**src/rtl/top_earlgrey_pkg.sv**
```systemverilog
// Shared definitions for the top_earlgrey boot sequencer: FSM state encoding,
// boot ROM contents, the expected boot checksum and sequencing constants.
package top_earlgrey_pkg;

  // Encoding is visible on state_o, so values are fixed.
  typedef enum logic [2:0] {
    StRstHold = 3'd0,
    StBoot    = 3'd1,
    StCheck   = 3'd2,
    StRun     = 3'd3,
    StError   = 3'd4
  } state_e;

  localparam int unsigned RST_HOLD_CYCLES = 4;
  localparam int unsigned ROM_DEPTH       = 16;

  // Sum of all 16 ROM words, mod 2^32.
  localparam logic [31:0] BOOT_CHECKSUM = 32'h6A00_0078;

  // Constant boot ROM: word i = {16'hE6A0, 12'h000, i}.
  function automatic logic [31:0] boot_rom(input logic [3:0] addr);
    return {16'hE6A0, 12'h000, addr};
  endfunction

endpackage

```
**src/rtl/earlgrey_timer.sv**
```systemverilog
// Machine timer: prescaler, 64-bit mtime, compare and registered interrupt.
// Counts only while run_i is high; holds otherwise.
// Ports:
//   clk_i      clock
//   rst_i      synchronous active-high reset
//   run_i      count enable (sequencer in RUN)
//   mtime_o    current mtime value
//   irq_o      registered (run && mtime >= MTIMECMP)
module earlgrey_timer #(
  parameter int unsigned PRESCALE = 4,
  parameter logic [63:0] MTIMECMP = 64'd3
) (
  input  logic        clk_i,
  input  logic        rst_i,
  input  logic        run_i,
  output logic [63:0] mtime_o,
  output logic        irq_o
);

  logic [7:0]  prescale_q, prescale_d;
  logic [63:0] mtime_q, mtime_d;
  logic        irq_q, irq_d;

  always_comb begin
    prescale_d = prescale_q;
    mtime_d    = mtime_q;
    if (run_i) begin
      if (prescale_q == 8'(PRESCALE - 1)) begin
        prescale_d = '0;
        mtime_d    = mtime_q + 64'd1;  // wraps naturally at 2^64
      end else begin
        prescale_d = prescale_q + 8'd1;
      end
    end
    irq_d = run_i && (mtime_q >= MTIMECMP);
  end

  always_ff @(posedge clk_i) begin
    if (rst_i) begin
      prescale_q <= '0;
      mtime_q    <= '0;
      irq_q      <= 1'b0;
    end else begin
      prescale_q <= prescale_d;
      mtime_q    <= mtime_d;
      irq_q      <= irq_d;
    end
  end

  assign mtime_o = mtime_q;
  assign irq_o   = irq_q;

endmodule

```
**src/rtl/top_earlgrey.sv**
```systemverilog
// Boot sequencer top: holds reset for a few cycles, sums the boot ROM,
// checks the sum, then enters RUN where the timer and heartbeat operate.
// Optional feature macro TOP_EARLGREY_BOOT_CHECK_EN: when defined, a checksum
// mismatch in CHECK goes to ERROR; otherwise CHECK always goes to RUN and
// fatal_o is tied low.
// Ports:
//   clk_i        clock
//   rst_i        synchronous active-high reset
//   boot_done_o  high in RUN
//   fatal_o      high in ERROR
//   alive_o      heartbeat square wave in RUN, 0 elsewhere
//   irq_timer_o  timer interrupt level
//   mtime_o      machine timer value
//   checksum_o   running boot checksum
//   state_o      encoded FSM state
module top_earlgrey
  import top_earlgrey_pkg::*;
#(
  parameter int unsigned PRESCALE      = 4,
  parameter int unsigned HEARTBEAT_DIV = 8,
  parameter logic [63:0] MTIMECMP      = 64'd3
) (
  input  logic        clk_i,
  input  logic        rst_i,
  output logic        boot_done_o,
  output logic        fatal_o,
  output logic        alive_o,
  output logic        irq_timer_o,
  output logic [63:0] mtime_o,
  output logic [31:0] checksum_o,
  output logic [2:0]  state_o
);

  state_e      state_q, state_d;
  logic [1:0]  hold_q, hold_d;
  logic [3:0]  addr_q, addr_d;
  logic [31:0] checksum_q, checksum_d;
  logic [7:0]  hb_q, hb_d;
  logic        alive_q, alive_d;
  logic        boot_done_q, boot_done_d;
  logic        fatal_q, fatal_d;
  logic [31:0] rom_data;
  logic        run;

  assign run = (state_q == StRun);

  always_comb begin
    rom_data = boot_rom(addr_q);
  end

  // Sequencer next state.
  always_comb begin
    state_d    = state_q;
    hold_d     = hold_q;
    addr_d     = addr_q;
    checksum_d = checksum_q;
    unique case (state_q)
      StRstHold: begin
        if (hold_q == 2'(RST_HOLD_CYCLES - 1)) state_d = StBoot;
        else hold_d = hold_q + 2'd1;
      end
      StBoot: begin
        checksum_d = checksum_q + rom_data;
        if (addr_q == 4'(ROM_DEPTH - 1)) state_d = StCheck;
        else addr_d = addr_q + 4'd1;
      end
      StCheck: begin
`ifdef TOP_EARLGREY_BOOT_CHECK_EN
        state_d = (checksum_q == BOOT_CHECKSUM) ? StRun : StError;
`else
        state_d = StRun;
`endif
      end
      StRun, StError: ;
      default: state_d = StRstHold;
    endcase
  end

  // Heartbeat and registered status flags, derived from the next state so
  // they line up with state_q.
  always_comb begin
    hb_d    = hb_q;
    alive_d = alive_q;
    if (run) begin
      if (hb_q == 8'(HEARTBEAT_DIV - 1)) begin
        hb_d    = '0;
        alive_d = ~alive_q;
      end else begin
        hb_d = hb_q + 8'd1;
      end
    end else begin
      hb_d    = '0;
      alive_d = 1'b0;
    end
    boot_done_d = (state_d == StRun);
`ifdef TOP_EARLGREY_BOOT_CHECK_EN
    fatal_d = (state_d == StError);
`else
    fatal_d = 1'b0;
`endif
  end

  always_ff @(posedge clk_i) begin
    if (rst_i) begin
      state_q     <= StRstHold;
      hold_q      <= '0;
      addr_q      <= '0;
      checksum_q  <= '0;
      hb_q        <= '0;
      alive_q     <= 1'b0;
      boot_done_q <= 1'b0;
      fatal_q     <= 1'b0;
    end else begin
      state_q     <= state_d;
      hold_q      <= hold_d;
      addr_q      <= addr_d;
      checksum_q  <= checksum_d;
      hb_q        <= hb_d;
      alive_q     <= alive_d;
      boot_done_q <= boot_done_d;
      fatal_q     <= fatal_d;
    end
  end

  earlgrey_timer #(
    .PRESCALE (PRESCALE),
    .MTIMECMP (MTIMECMP)
  ) u_timer (
    .clk_i   (clk_i),
    .rst_i   (rst_i),
    .run_i   (run),
    .mtime_o (mtime_o),
    .irq_o   (irq_timer_o)
  );

  assign boot_done_o = boot_done_q;
  assign fatal_o     = fatal_q;
  assign alive_o     = alive_q;
  assign checksum_o  = checksum_q;
  assign state_o     = state_q;

endmodule

```
**config.mk**
```make
export PLATFORM = sky130hd
export DESIGN_NAME = top_earlgrey
export DESIGN_NICKNAME = d
export VERILOG_FILES = /design/src/rtl/top_earlgrey_pkg.sv /design/src/rtl/earlgrey_timer.sv /design/src/rtl/top_earlgrey.sv
export SDC_FILE = /design/constraint.sdc
export NUM_CORES = 1
export LEC_CHECK = 0
export ABC_AREA = 0
export CAP_MARGIN = 20
export CORE_ASPECT_RATIO = 0.7
export CORE_UTILIZATION = 30
export CTS_CLUSTER_DIAMETER = 150
export CTS_CLUSTER_SIZE = 30
export DETAILED_ROUTE_END_ITERATION = 16
export PLACE_DENSITY = 0.59
export SYNTH_ARGS = -nofsm -noshare
export SYNTH_HDL_FRONTEND = slang
export SYNTH_HIERARCHICAL = 1
export SYNTH_SLANG_ARGS = --single-unit
export TNS_END_PERCENT = 100
```
**constraint.sdc**
```tcl
create_clock -name clk_i -period 3.35 [get_ports clk_i]
set_clock_uncertainty 0.1 [all_clocks]
set_input_delay 0.67 -clock clk_i [delete_from_list [all_inputs] [get_ports clk_i]]
set_output_delay 0.67 -clock clk_i [all_outputs]
set_load 0.005 [all_outputs]
```
==> results.md, run 1 <==
* Status: completed
* Commonest cells in the netlist: dfxtp_1, nor2_1, a21oi_1
* Routed WL at 18000 um
* Syn nets at 755
* Reg power frac at 43.3%
* Post-synth cell types at 62
* Slew Viols, Final at 0
* CTS Hold Bufs at 0
* Setup violators final at 0
* Setup crit end kind: flop
* Clock Tree Buf Depth at 2
* Slowest stage cell, crit path: or4_1
* Initial antenna violation count at 0
* Crit path launch type: flop
* Clock network power share at 48.9%
* Final non-filler cell total at ~1100
* Root Buffer Master: clkbuf_16
* Vias in the first global route at 4984
* Clk Latency, worst-skew pair at 0.43 ns
* Period utilisation layout at 86.8%
* Prevailing post-synth register cell: dfxtp_1
* Grt ovf at 0
* Hold Path Sink: hb_q[0]
* Share of total power in combinational logic at 7.8%
* WL/cell at 16.0 um
* Synth Warn # at 6
* Avg Inst Size Synth at 8.46 sq um
* PortBufs at 103
* Fraction of layout cells with a size suffix above 1 at 8.88%
* Peak supply drop at approximately 0.34 mV
* DRC viols at 0
* Post-synth EDFFs at 0
* CP bufs+invs at 0
* # rows at 43
* Fill cell count at 2010
* Hold Startpoint: hb_q[0]
* Synth area leaders: dfxtp_1, nor2_1, xor2_1
* FF-to-FF End: u_timer/mtime_o[59]
* Mapped Cells at roughly 740
* Post-DRT Antenna Nets at 0
* Via count at 5902
* Final net count at 855
* Clock sinks at 124
* Hold path cells at 1
* Final Hold Viols at 0
* P&R area growth vs syn at 29.7%
* Hold crit path type: reg -> reg
* Initial Utilization at 31.2%
* LEAKAGE at 2.67 nW
* Placed Instances at 1093
* Core area at 20200 sq um
* Crit path largest cell delay at between 0.5 and 0.6 ns
* Gr usage total at between 10% and 20%
* Psw at 0.940 mW
* Worst-path cell chain: nand2_1 > nor2_1 > nand4bb_2 > nor4_4 > nand4_4 > or4_1 > a21oi_1
* Pwr/cell area at 444 nW/um^2
* Total CTS buffers at 17
* CTS tree: built
* Internal power at 2.68 mW
* Cell area after technology mapping at 6290 sq um
* CTS clock-pin slew for the worst setup and hold paths at 0.06 ns
* Die area at 21500 sq um
* Post-synth top area cell: dfxtp_1
* Peak Freq at approximately 0.34 GHz
* Dpl hpwl at 12700 um
* Fin crit period at 2.91 ns
* Sw frac at 26.0%
* Slew HR at between 40 and 50%
* RSZ-0062 raised after global routing: false
* Die height at 123 um
* Post-synth top area share at 39.5%
* Largest delay contributor family on the critical path: simple AND/OR/NAND/NOR gates
* Die W at 175 um
* Initial DRC Count at 519
* R2r setup slk at 0.44 ns
* Pre-antenna DRT Iters at 5
* GP Congestion at 0.807
* CTS H-Tree Depth at 4
* Cells on worst reg2reg path at 7
* Post-synth ARST share at 0%
* Ports at 105
* Required time worst endpoint at around 3.6 ns
* Drt via density at roughly 5.2
* First-pass GRT wire length at 28200 um
* Max_cap viols at 0
* Critical path class: reg -> reg
* Critical Path Fanout Max at 18
* TNS Setup at 0 ns
* Largest net degree at the start of global routing at 81
* Finished Core Util at 40.4%
* Total power at 3.62 mW
* Yosys reg bits at between 100 and 150
* Seq/Total Area, Yosys at 39.5%
* # diodes at 0
* FF-to-FF Start: state_o[1]
* Most common cell in the netlist: dfxtp_1
* Worst Path Arrival at 3.16 ns
* Worst Max-Slew Pin Slew at 0.753 ns
[how the worst max path moves through the flow]
| stage | start | end | slack (ns) | cells past startpoint |
|---|---|---|---|---|
| after CTS | state_o[1] | u_timer/mtime_o[57] | 0.25 | 7 |
| final | state_o[1] | u_timer/mtime_o[59] | 0.44 | 7 |
| after global routing | state_o[1] | u_timer/mtime_o[59] | 0.13 | 7 |
| after detailed placement | state_o[1] | u_timer/mtime_o[57] | 0.26 | 7 |
| after floorplan | state_o[1] | u_timer/mtime_o[39] | 0.74 | 11 |
| after global placement | state_o[1] | u_timer/mtime_o[57] | 0.35 | 7 |
[worst reg2reg max path: stages (launching register included)]
cell and delay (ns):
dfxtp_1 0.51, nand2_1 0.08, nor2_1 0.19, nand4bb_2 0.36, nor4_4 0.54, nand4_4 0.32, or4_1 0.59, a21oi_1 0.15
[power groups by stage]
stage	Clock [mW]	Combinational, mW	Sequential, mW
2_1_floorplan	0	0.206	1.58
3_3_place_gp	0	0.279	1.60
3_5_place_dp	0	0.282	1.60
4_1_cts	1.81	0.283	1.57
5_1_grt	1.88	0.317	1.57
6_report	1.77	0.283	1.57
[metrics by stage]
step                hold slack (ns)  cell area, sq um  setup WS, ns
floorplan                     0.313              6290         0.738
global placement              0.327              7570         0.350
detailed placement            0.338              7570         0.263
CTS                           0.352              8140         0.251
global route                  0.379              8150         0.134
finish                        0.344              8150         0.442
[layer usage]
metal,vias to the layer above,global-route usage [%],wire length (um)
met5,-,0,0
met2,179,21.6,7120
li1,2927,-,-
met3,16,3.66,1000
met4,0,5.43,223
met1,2780,26.9,9620
[layout make-up]
cell class	count	area [sq um]	area share, %
clock buffer	17	425	5.22
sequential	124	2480	30.4
clock inverter	15	140	1.72
tap	270	338	4.14
inverter	17	63.8	0.783
multi-input combinational	567	3560	43.7
timing repair buffer	116	1140	14.0
[cell families after synthesis]
kind of cell               share of synthesized area, %
and+or+nand+nor                                    32.5
DFF                                                39.5
AOI/OAI and AO/OA                                  11.7
xor gates and xnor gates                           8.50
buffers and inverters                              3.88
adders and majority gates                          2.11
muxes                                              1.73
other                                            0.0597
[what timing repair did]
action                     4_1_cts  5_1_grt
setup endpoints to repair        0        1
buffers inserted                 0        1
resized for setup                0        1
[flip-flops by register name, summed over array words and instances (netlist names)]
register,flops
addr_q,4
boot_done_o,1
u_timer/irq_o,1
checksum_o,32
u_timer/prescale_q,8
u_timer/mtime_o,64
hb_q,8
alive_o,1
hold_q,2
state_o,3
[placed cells by master (no fill, tap or decap), drive strengths merged, types with 7 or more instances in the layout]
master,n
a21oi,50
or3,15
inv,21
xnor2,26
nor3,21
nor4,34
clkdlybuf4s50,102
buf,14
ha,9
or4,22
nor2b,10
o21ai,19
nand3,42
nand4,41
clkbuf,17
mux2,7
and3,10
nor2,98
xor2,35
nand2,49
dfxtp,124
o31ai,20
Note: power is estimated with default switching activity, not from simulation.
==> inputs of run 2 (changes only) <==
- CTS_CLUSTER_DIAMETER: 150 -> 30
==> results of run 2 <==
Same layout as run 1: the final DEF is identical, and so are final timing and power.
